<file path="src/rtl/pipeline_sink.sv">
// rtl/pipeline_sink.sv - FIFO sink for a stalled valid/data pipeline with backpressure and frame-last tagging
// Optional feature macro: PIPELINE_SINK_STALL_STATS_EN adds stall_cnt_out (saturating count of cycles with en_out = 0).
module pipeline_sink #(
   parameter int DATA_WIDTH = 16,
   parameter int DEPTH      = 4,
   parameter int FRAME_LEN  = 8
) (
   input  logic                         clk,
   input  logic                         arst_n,
   input  logic                         flush_in,
   input  logic signed [DATA_WIDTH-1:0] src_data_in,
   input  logic                         src_valid_in,
   output logic                         en_out,
   output logic signed [DATA_WIDTH-1:0] dst_data_out,
   output logic                         dst_valid_out,
   input  logic                         dst_ready_in,
   output logic                         dst_last_out,
   output logic [$clog2(DEPTH):0]       level_out
`ifdef PIPELINE_SINK_STALL_STATS_EN
   ,
   output logic [31:0]                  stall_cnt_out
`endif
);

   localparam int AW  = $clog2(DEPTH);
   localparam int FCW = (FRAME_LEN > 1) ? $clog2(FRAME_LEN) : 1;
   localparam logic [AW:0]    FULL_LVL = (AW+1)'(DEPTH);
   localparam logic [FCW-1:0] LAST_CNT = FCW'(FRAME_LEN - 1);

   // Each entry holds {last, data}; contents are never reset.
   logic [DATA_WIDTH:0] mem [DEPTH];
   logic [AW-1:0]       wr_ptr;
   logic [AW-1:0]       rd_ptr;
   logic [AW:0]         occ;
   logic [FCW-1:0]      frame_cnt;
   logic                push;
   logic                pop;
   logic                frame_last;

   // Backpressure comes only from registered occupancy, so the upstream
   // enable never depends combinationally on the consumer or the source.
   assign en_out        = (occ < FULL_LVL);
   assign push          = en_out & src_valid_in;
   assign pop           = dst_valid_out & dst_ready_in;
   assign frame_last    = (frame_cnt == LAST_CNT);
   assign dst_valid_out = (occ != '0);
   assign level_out     = occ;
   assign dst_data_out  = mem[rd_ptr][DATA_WIDTH-1:0];
   // Gate the stored flag so an empty FIFO never shows stale memory as last.
   assign dst_last_out  = dst_valid_out & mem[rd_ptr][DATA_WIDTH];

   // Pointer, occupancy and frame position bookkeeping; flush acts like reset.
   always_ff @(posedge clk) begin
      if (!arst_n || flush_in) begin
         occ       <= '0;
         wr_ptr    <= '0;
         rd_ptr    <= '0;
         frame_cnt <= '0;
      end else begin
         if (push) begin
            wr_ptr    <= wr_ptr + 1'b1;
            frame_cnt <= frame_last ? '0 : frame_cnt + 1'b1;
         end
         if (pop) begin
            rd_ptr <= rd_ptr + 1'b1;
         end
         if (push && !pop) begin
            occ <= occ + 1'b1;
         end else if (pop && !push) begin
            occ <= occ - 1'b1;
         end
      end
   end

   // Storage write; a word presented during flush or reset is dropped.
   always_ff @(posedge clk) begin
      if (push && arst_n && !flush_in) begin
         mem[wr_ptr] <= {frame_last, src_data_in};
      end
   end

`ifdef PIPELINE_SINK_STALL_STATS_EN
   // Count cycles where upstream is held, saturating at all-ones.
   always_ff @(posedge clk) begin
      if (!arst_n || flush_in) begin
         stall_cnt_out <= '0;
      end else if (!en_out && (stall_cnt_out != '1)) begin
         stall_cnt_out <= stall_cnt_out + 1'b1;
      end
   end
`endif

endmodule

</file>
<file path="config.mk">
export PLATFORM = sky130hd
export DESIGN_NAME = pipeline_sink
export DESIGN_NICKNAME = d
export VERILOG_FILES = /design/src/rtl/pipeline_sink.sv
export SDC_FILE = /design/constraint.sdc
export NUM_CORES = 1
export LEC_CHECK = 0
export CAP_MARGIN = 10
export CORE_ASPECT_RATIO = 1.5
export CORE_MARGIN = 8
export CORE_UTILIZATION = 56
export CTS_BUF_LIST = sky130_fd_sc_hd__clkbuf_4 sky130_fd_sc_hd__clkbuf_8
export CTS_CLUSTER_DIAMETER = 30
export DETAILED_ROUTE_END_ITERATION = 16
export PLACE_DENSITY = 0.81
export SLEW_MARGIN = 20
export SYNTH_ARGS = -nofsm -noshare
export SYNTH_HDL_FRONTEND = slang
export SYNTH_SLANG_ARGS = --single-unit
</file>
<file path="constraint.sdc">
create_clock -name clk -period 2.7 [get_ports clk]
set_input_delay 0.81 -clock clk [delete_from_list [all_inputs] [get_ports clk]]
set_output_delay 0.81 -clock clk [all_outputs]
set_load 0.05 [all_outputs]
</file>
Yosys cells after proc, flatten, opt, wreduce, memory -nomap -nowiden
Memories as Yosys holds them, arrays and structs flattened. A register that Yosys moved wholly into a read port is not among the register bits.
Cells that the tools add are included.
{ "classes": {"n_bitwise": 3, "reduce_logical": 11, "n_eq_ne": 1, "addsub": 5, "n_mux": 7, "order_cmp": 1} }
{ "ops": {"columns": ["operator", "n"], "rows": [
  ["3-bit 2-to-1 mux", 3],
  ["3-bit by 1-bit adder with 3-bit output, second input constant", 2],
  ["2-bit by 1-bit adder with 2-bit output, second input constant", 2],
  ["1-bit logical AND", 4],
  ["1-bit zero test", 4],
  ["2-bit 2-to-1 mux", 2],
  ["1-bit bitwise AND", 3],
  ["3-bit equality test, second input constant", 1],
  ["3-bit less-than comparator, second input constant", 1],
  ["3-bit nonzero test", 1],
  ["3-bit by 1-bit subtractor with 3-bit output, second input constant", 1],
  ["1-bit 2-to-1 mux", 2],
  ["2-bit nonzero test", 1],
  ["1-bit logical OR", 1]
]} }
{ "totals": {"word_cells": 33, "ramBits": 68, "reg_bits": 10, "n_memories": 1, "output_inout_bits": 22, "in_bits": 21} }
{ "memory_table": {"columns": ["name", "words", "word_bits", "read_ports", "rd_clocked_by_memory_dff", "wr", "line_no", "source"], "rows": [
  ["mem", 4, 17, 1, 1, 1, "31", "logic [DATA_WIDTH:0] mem [DEPTH];"]
]} }

Logic depth before layout (Yosys ltp)
Gate-level depths: netlist of run 1.
{ "depth": {"word_depth": 6, "mapped_depth": 8, "depth_no_buf": 7} }

Least setup slack after synthesis of run 1
No wires, ideal clock.
{ "synth_path": {"kind": "register to output", "startpoint": "reg occ[0] (netlist: level_out[0])", "endpoint": "out dst_last_out", "path_stages_with_launch": 3, "slack_ns": 0.161, "path_buffers": 0, "t_arrival_ns": 1.729, "required_ns": 1.890, "cell_sequence": "dfxtp_1 > or3_1 > and2_1"} }
{ "synth_via": {"elab_chain_len": 2} }
{ "synth_lines": {"columns": ["item", "line_no", "source"], "rows": [
  ["start: declaration", "34", "logic [AW:0] occ;"],
  ["start signal: assignment", "68", "occ <= occ + 1'b1;"],
  ["start signal: assignment", "70", "occ <= occ - 1'b1;"],
  ["3-bit nonzero test", "46", "assign dst_valid_out = (occ != '0);"],
  ["named net dst_valid_out", "15", "output logic dst_valid_out,"],
  ["1-bit bitwise AND", "50", "assign dst_last_out = dst_valid_out & mem[rd_ptr][DATA_WIDTH];"],
  ["end: declaration", "17", "output logic dst_last_out,"]
]} }
The timed path passes the listed nets, and every way through them passes these cells.

==> results of run 1 <==
==> cell usage in the layout (no fill, tap or decap), types with 5 or more instances in the layout <==
cell type	instances
edfxtp_1	68
mux4_2	11
ha_1	7
dfxtp_1	12
nor2_1	11
mux4_1	6
mux2i_1	5
buf_4	21
clkbuf_8	9
clkdlybuf4s50_1	24
==> worst reg2reg max path, stage by stage (launching register included) <==
cell	delay (ns)
dfxtp_1	0.38
o31ai_2	0.36
ha_1	0.27
inv_1	0.07
fa_1	0.39
xor2_1	0.16
or3_1	0.32
a21oi_1	0.17
==> cells in the mapped netlist <==
cell type	count	area, sq um
or3_1	2	12.5
xnor2_1	1	8.76
mux4_1	6	158
buf_6	1	11.3
and3_1	4	25.0
fa_1	1	20.0
ha_1	7	87.6
o21ai_0	1	5.00
nor2_1	11	41.3
nor2b_1	2	12.5
dfxtp_1	12	240
edfxtp_1	68	2040
inv_1	4	15.0
o31ai_2	1	12.5
mux2i_1	5	50.1
o311ai_0	1	8.76
xor2_1	4	35.0
buf_2	3	15.0
nand2b_1	1	6.26
buf_12	1	20.0
a21oi_1	1	5.00
clkbuf_1	1	3.75
mux4_2	11	248
and2_1	1	6.26
==> worst max-delay path by stage <==
stage / cells past startpoint / slack (ns) / end / from
finish: 3 / 0.09 / dst_data_out[9] / flop
global route: 3 / -0.0008 / dst_data_out[10] / flop
CTS: 3 / 0.0003 / dst_data_out[10] / flop
detailed placement: 8 / -0.13 / level_out[2] / src_valid_in
global placement: 8 / 0.04 / level_out[2] / src_valid_in
floorplan: 2 / 0.16 / dst_last_out / level_out[0]
==> final cells by class <==
class,instances,area share
sequential,80,0.597
multi-input combinational,60,0.194
timing repair buffer,51,0.132
clock buffer,10,0.0344
tap,70,0.0229
clock inverter,6,0.0157
inverter,4,0.00393
==> state kept, by name (all words and copies together) (netlist names), named ones only <==
signal and count:
mem 68, frame_cnt 3, level_out 3, rd_ptr 2, wr_ptr 2
==> power by group through the flow <==
| stage | clock network, mW | registers [mW] | logic [mW] |
|---|---|---|---|
| finish | 0.831 | 1.38 | 0.306 |
| global placement | 0 | 1.40 | 0.291 |
| CTS | 0.842 | 1.38 | 0.308 |
| detailed placement | 0 | 1.40 | 0.306 |
| global route | 0.896 | 1.38 | 0.323 |
| floorplan | 0 | 1.42 | 0.178 |
==> routing by layer <==
| layer | part of all wire | vias to the layer above | GRT usage | wire [microns] |
|---|---|---|---|---|
| met1 | 0.38 | 776 | 0.150 | 2110 |
| li1 | - | 706 | - | - |
| met3 | 0.059 | 9 | 0.0595 | 332 |
| met5 | 0 | - | 0 | 0 |
| met2 | 0.55 | 61 | 0.245 | 3060 |
| met4 | 0.015 | 0 | 0.0649 | 83 |
==> through the flow <==
stage,area (sq um),util,hold WS (ns)
detailed placement,3620,0.670,0.489
global placement,3620,0.670,0.480
finish,3820,0.707,0.506
CTS,3810,0.705,0.508
floorplan,3090,-,0.465
global route,3820,0.707,0.567
==> cell families (layout without fill, tap and decap cells) <==
group / after synthesis / count (layout) / synth area share
flip-flops: 80 / 80 / 0.739
multiplexers: 22 / 22 / 0.147
AND/OR/NAND/NOR: 21 / 21 / 0.0336
buffers and inverters: 10 / 71 / 0.0211
adder cells (fa/ha/maj): 8 / 8 / 0.0348
XOR/XNOR: 5 / 5 / 0.0142
AO/OA/AOI/OAI: 4 / 4 / 0.0101
==> impl_metrics.csv, run 1 <==
group,metric,value,unit
outcome,status,"finished, final reports clean",
clock_tree,cts_max_path_buffers,2,
cells_and_area,instances_no_fill,281,
worst_setup_path,path_buf_inv,2,
hold_path,whs_path_depth,2,
worst_setup_path,rr_startpoint,"level_out[2]",
pwr,clkPwrFrac,0.331,
sta,slew_headroom,0.659,
drt,dr.pass1.iters,4,
pwr,pwr-share-seq,0.548,
floorplanning,die_h,107,microns
sta,setup_ws,0.0931,ns
drt,drt-vias-per-instance,5.52,
place,io_buffer_count,42,
sta,fin_crit,2.61,ns
grt,overflow,0,
cells_and_area,area_growth,23.8,%
floorplanning,rows,33,
pwr,switching_share,0.237,
drt,drc,0,
sta,finClkSkew,0.0142,ns
grt,grtUsageTotal,0.143,
pwr,total_power,2.51,mW
logic_synthesis,ys.warnings.count,0,
worst_setup_path,r2r_cells,7,
grt,grt_pass1_wl,8740,microns
cells_and_area,multiInputGateArea,742,sq um
logic_synthesis,netlist-cell-type-count,24,
clock_tree,htree_levels,3,
worst_setup_path,critPathRequiredTime,1.89,ns
logic_synthesis,synth_fp_nets,179,
clock_tree,cts_hold_buf,0,
sta,setup_viol,0,
drt,via_count,1552,
sta,drv_slew,0,
pwr,power_switching,595,uW
grt,grt_antenna_before_repair,0,
logic_synthesis,syn_area,0.00309,sq mm
cells_and_area,drive_gt1_frac,0.251,
hold_path,hold_class,"flop to flop",
sta,timing.final.crit_share,0.966,
place,hpwl,3760,microns
sta,clock.fmax,384,MHz
floorplanning,die-width,76.6,microns
pwr,combPwrFrac,0.122,
cells_and_area,final-seq-area,0.00228,sq mm
clock_tree,post_cts_buffers,0,
worst_setup_path,crit_path_end_kind,"output port",
floorplanning,core_area,0.00541,sq mm
worst_setup_path,cp-start-kind,"flop",
worst_setup_path,cpLargestDelayFamily,"multiplexers",
pwr,internal-power,1.92,mW
cells_and_area,fin_nets,235,
logic_synthesis,syn_area_per_cell,20.6,sq um
clock_tree,root_buffer,"clkbuf_8",
drt,wire_per_inst,19.9,microns
floorplanning,initial_utilization,0.571,
cells_and_area,antenna_cells,0,
logic_synthesis,ys_seq_elements,80,
cells_and_area,nFillCells,337,
logic_synthesis,synth_seq_area_share,0.739,
pwr,p_per_area,657,mW/mm^2
worst_setup_path,slowest_stage,"mux4_1",
hold_path,worstHoldStart,"frame_cnt[1]",
flow_run,cap_violations,0,
drt,drt_iter0_markers,184,
worst_setup_path,worstPathMaxFanout,12,
sta,hold_viol_final,0,
clock_tree,cts.reportedPaths.clkPinSlew,0.07,ns
floorplanning,ios,43,
place,post-place-ws,-0.133,ns
worst_setup_path,cpPeakStageDelay,0.60,ns
floorplanning,die_area,0.00820,sq mm
grt,grt_max_degree,18,
place,finalWeightedCongestion,0.738,
logic_synthesis,synthCells,150,
grt,first_global_vias,1754,
hold_path,hold_end,"frame_cnt[1]",
clock_tree,cts_sinks,80,
drt,totalWireLength,5590,microns
pwr,ir_drop,0.552,mV
clock_tree,worstSkewPairLatency,0.34,ns
clock_tree,cts_resized,0,
clock_tree,cts_buffers,9,
place,placed_cells,265,
worst_setup_path,r2r_end,"level_out[2]",
drt,final_antenna_net_count,0,
sta,tns,0,ns
sta,worst-slew-pin-transition,0.510,ns
worst_setup_path,arrival,1.80,ns
pwr,leakage,1.36,nW
worst_setup_path,crit_type,"flop to output port",
clock_tree,cts_tree,"built",
worst_setup_path,cp_cell_sequence,"buf_8, mux4_1, buf_4",
worst_setup_path,r2r_setup_slack,0.51,ns
No activity file was read; power rests on OpenSTA's default activity.
==> run 2, diff against run 1 <==
--- a/config.mk
+++ b/config.mk
@@ -5,14 +5,15 @@
 export SDC_FILE = /design/constraint.sdc
 export NUM_CORES = 1
 export LEC_CHECK = 0
+export ABC_CLOCK_PERIOD_IN_PS = 2700
 export CAP_MARGIN = 10
 export CORE_ASPECT_RATIO = 1.5
 export CORE_MARGIN = 8
-export CORE_UTILIZATION = 56
+export CORE_UTILIZATION = 50
 export CTS_BUF_LIST = sky130_fd_sc_hd__clkbuf_4 sky130_fd_sc_hd__clkbuf_8
 export CTS_CLUSTER_DIAMETER = 30
 export DETAILED_ROUTE_END_ITERATION = 16
-export PLACE_DENSITY = 0.81
+export PLACE_DENSITY = 0.74
 export SLEW_MARGIN = 20
 export SYNTH_ARGS = -nofsm -noshare
 export SYNTH_HDL_FRONTEND = slang
==> run 2 against run 1 <==
Setup slack improved by 0.0090 ns. Via count shrank 2.0%. Combinational power hardly changed. Final area shrank 0.52%. Sequential share of layout area increased by 0.31 points. Non-clock buffer count down 1. Global-route usage down 1.0 points. Worst hold slack gained 0.015 ns. Clock power down 8.1%. Largest power group unchanged.
==> impl_metrics.csv, run 2 (synthesized netlist as in run 1, its figures left out) <==
group,metric,value,unit
pwr,p_per_area,642,mW/mm^2
pwr,internal-power,1.82,mW
grt,overflow,0,
worst_setup_path,r2r_cells,7,
floorplanning,die_h,112,microns
floorplanning,ios,43,
clock_tree,htree_levels,3,
cells_and_area,drive_gt1_frac,0.252,
place,hpwl,3860,microns
grt,grtUsageTotal,0.132,
worst_setup_path,crit_type,"flop to output port",
worst_setup_path,cp.depth,3,
sta,fin_crit,2.60,ns
pwr,pwr-share-seq,0.563,
clock_tree,cts_buffers,9,
flow_run,cap_violations,0,
floorplanning,initial_utilization,0.511,
sta,drv_slew,0,
pwr,power_switching,621,uW
clock_tree,root_buffer,"clkbuf_8",
floorplanning,die-width,80.2,microns
worst_setup_path,rr_startpoint,"level_out[2]",
place,finalWeightedCongestion,0.697,
sta,slew_headroom,0.663,
worst_setup_path,crit_end,"dst_data_out[8]",
cells_and_area,design_area,0.00380,sq mm
pwr,total_power,2.44,mW
cells_and_area,largest_reg_flops,68,
place,placed_cells,268,
drt,drc,0,
worst_setup_path,slowest_stage,"mux4_1",
worst_setup_path,r2r_setup_slack,0.46,ns
cells_and_area,instances_no_fill,284,
drt,drt_iter0_markers,99,
drt,via_count,1521,
sta,timing.final.crit_share,0.962,
clock_tree,cts_max_path_buffers,2,
grt,first_global_vias,1727,
outcome,status,"finished, final reports clean",
grt,grt_antenna_before_repair,0,
sta,rsz0062_at_grt,"no",
drt,drt-vias-per-instance,5.36,
clock_tree,cts_sinks,80,
drt,wire_per_inst,19.1,microns
cells_and_area,nFillCells,426,
pwr,combPwrFrac,0.124,
sta,hold_viol_final,0,
grt,grt_max_degree,18,
sta,finClkSkew,0.0106,ns
worst_setup_path,cp_cell_sequence,"buf_6, mux4_1, buf_4",
clock_tree,worstSkewPairLatency,0.34,ns
worst_setup_path,arrival,1.79,ns
grt,grt_pass1_wl,8780,microns
pwr,ir_drop,0.470,mV
hold_path,hold_class,"flop to flop",
clock_tree,cts.reportedPaths.clkPinSlew,0.08,ns
worst_setup_path,r2r_end,"level_out[2]",
clock_tree,cts_hold_buf,0,
sta,worst-slew-pin-transition,0.503,ns
cells_and_area,mostFrequentLayoutCells,"edfxtp_1 (68), clkdlybuf4s50_1 (24), buf_4 (20)",
pwr,clkPwrFrac,0.313,
floorplanning,die_area,0.00900,sq mm
worst_setup_path,cpPeakStageDelay,0.61,ns
place,io_buffer_count,42,
drt,final_antenna_net_count,0,
place,dpl_cell_area,0.00362,sq mm
pwr,switching_share,0.254,
clock_tree,post_cts_buffers,0,
drt,dr.pass1.iters,4,
worst_setup_path,path_buf_inv,2,
worst_setup_path,worstPathMaxFanout,16,
floorplanning,rows,35,
floorplanning,core_area,0.00604,sq mm
cells_and_area,layout.cells.most_common,"edfxtp_1",
worst_setup_path,cpLargestDelayFamily,"multiplexers",
drt,totalWireLength,5430,microns
cells_and_area,antenna_cells,0,
sta,clock.fmax,385,MHz
worst_setup_path,crit_path_end_kind,"output port",
worst_setup_path,critPathRequiredTime,1.89,ns
sta,tns,0,ns
sta,setup_viol,0,
cells_and_area,regMostFlops,"mem",
worst_setup_path,cp-start-kind,"flop",
pwr,leakage,1.34,nW
cells_and_area,area_growth,23.1,%
clock_tree,cts_tree,"built",
cells_and_area,fin_nets,234,
==> run 2: changes by cell type in the layout (fill, tap and decap cells not counted) <==
| cell | delta |
|---|---|
| clkinvlp_4 | +2 |
| inv_6 | +2 |
| buf_4 | -1 |
| buf_6 | +1 |
| buf_8 | -1 |
| bufinv_16 | -1 |
| clkbuf_4 | -1 |
| clkinv_1 | -1 |
| clkinv_2 | -1 |
==> run 2: power by group through the flow <==
| stage | clock [mW] | sequential [mW] | combinational, mW |
|---|---|---|---|
| 6_report | 0.764 | 1.38 | 0.303 |
| 5_1_grt | 0.836 | 1.38 | 0.321 |
| 4_1_cts | 0.786 | 1.38 | 0.307 |
| 3_5_place_dp | 0 | 1.40 | 0.306 |
| 3_3_place_gp | 0 | 1.40 | 0.292 |
| 2_1_floorplan | 0 | 1.42 | 0.178 |
==> run 2: area by class of cell <==
cell class              instances  area [sq um]  share of cell area
clock buffers                   9           124              0.0326
repair buffers                 50           494               0.130
clock inverters                 7          53.8              0.0141
well taps                      74          92.6              0.0243
inverters                       4          15.0             0.00395
flip-flops and latches         80          2280               0.600
multi-input cells              60           742               0.195
==> run 2: how the worst min path moves through the flow <==
stage / from / to / slack, ns / cells after the start
2_1_floorplan: frame_cnt[1] / frame_cnt[1] / 0.46 / 2
3_3_place_gp: frame_cnt[1] / frame_cnt[1] / 0.48 / 2
3_5_place_dp: frame_cnt[2] / frame_cnt[2] / 0.50 / 2
4_1_cts: frame_cnt[2] / frame_cnt[2] / 0.52 / 2
5_1_grt: frame_cnt[2] / frame_cnt[2] / 0.55 / 2
6_report: frame_cnt[2] / frame_cnt[2] / 0.52 / 2
==> run 2: through the flow <==
stage	hold slack [ns]	worst slack, ns	util
6_report	0.521	0.102	0.629
5_1_grt	0.553	0.00874	0.629
3_5_place_dp	0.499	-0.159	0.599
3_3_place_gp	0.477	0.0399	0.599
2_1_floorplan	0.465	0.161	-
4_1_cts	0.523	0.0267	0.629
==> run 2: tightest hold or removal path: stages, from the launching register on <==
cell and delay, ns:
dfxtp_1 0.34, mux2i_1 0.07, nor2_1 0.07
==> run 2: per-layer routing <==
layer / track usage / part of all wire / vias up
met2: 0.237 / 0.55 / 40
met5: 0 / 0 / -
met3: 0.0488 / 0.061 / 8
met1: 0.129 / 0.37 / 769
li1: - / - / 704
met4: 0.0561 / 0.017 / 0
==> run 2: what timing repair did <==
| action | 4_1_cts | 5_1_grt |
|---|---|---|
| resized for setup | 1 | 1 |
| setup endpoints to repair | 2 | 1 |
| pin swaps | 0 | 0 |
| gates cloned | 0 | 0 |
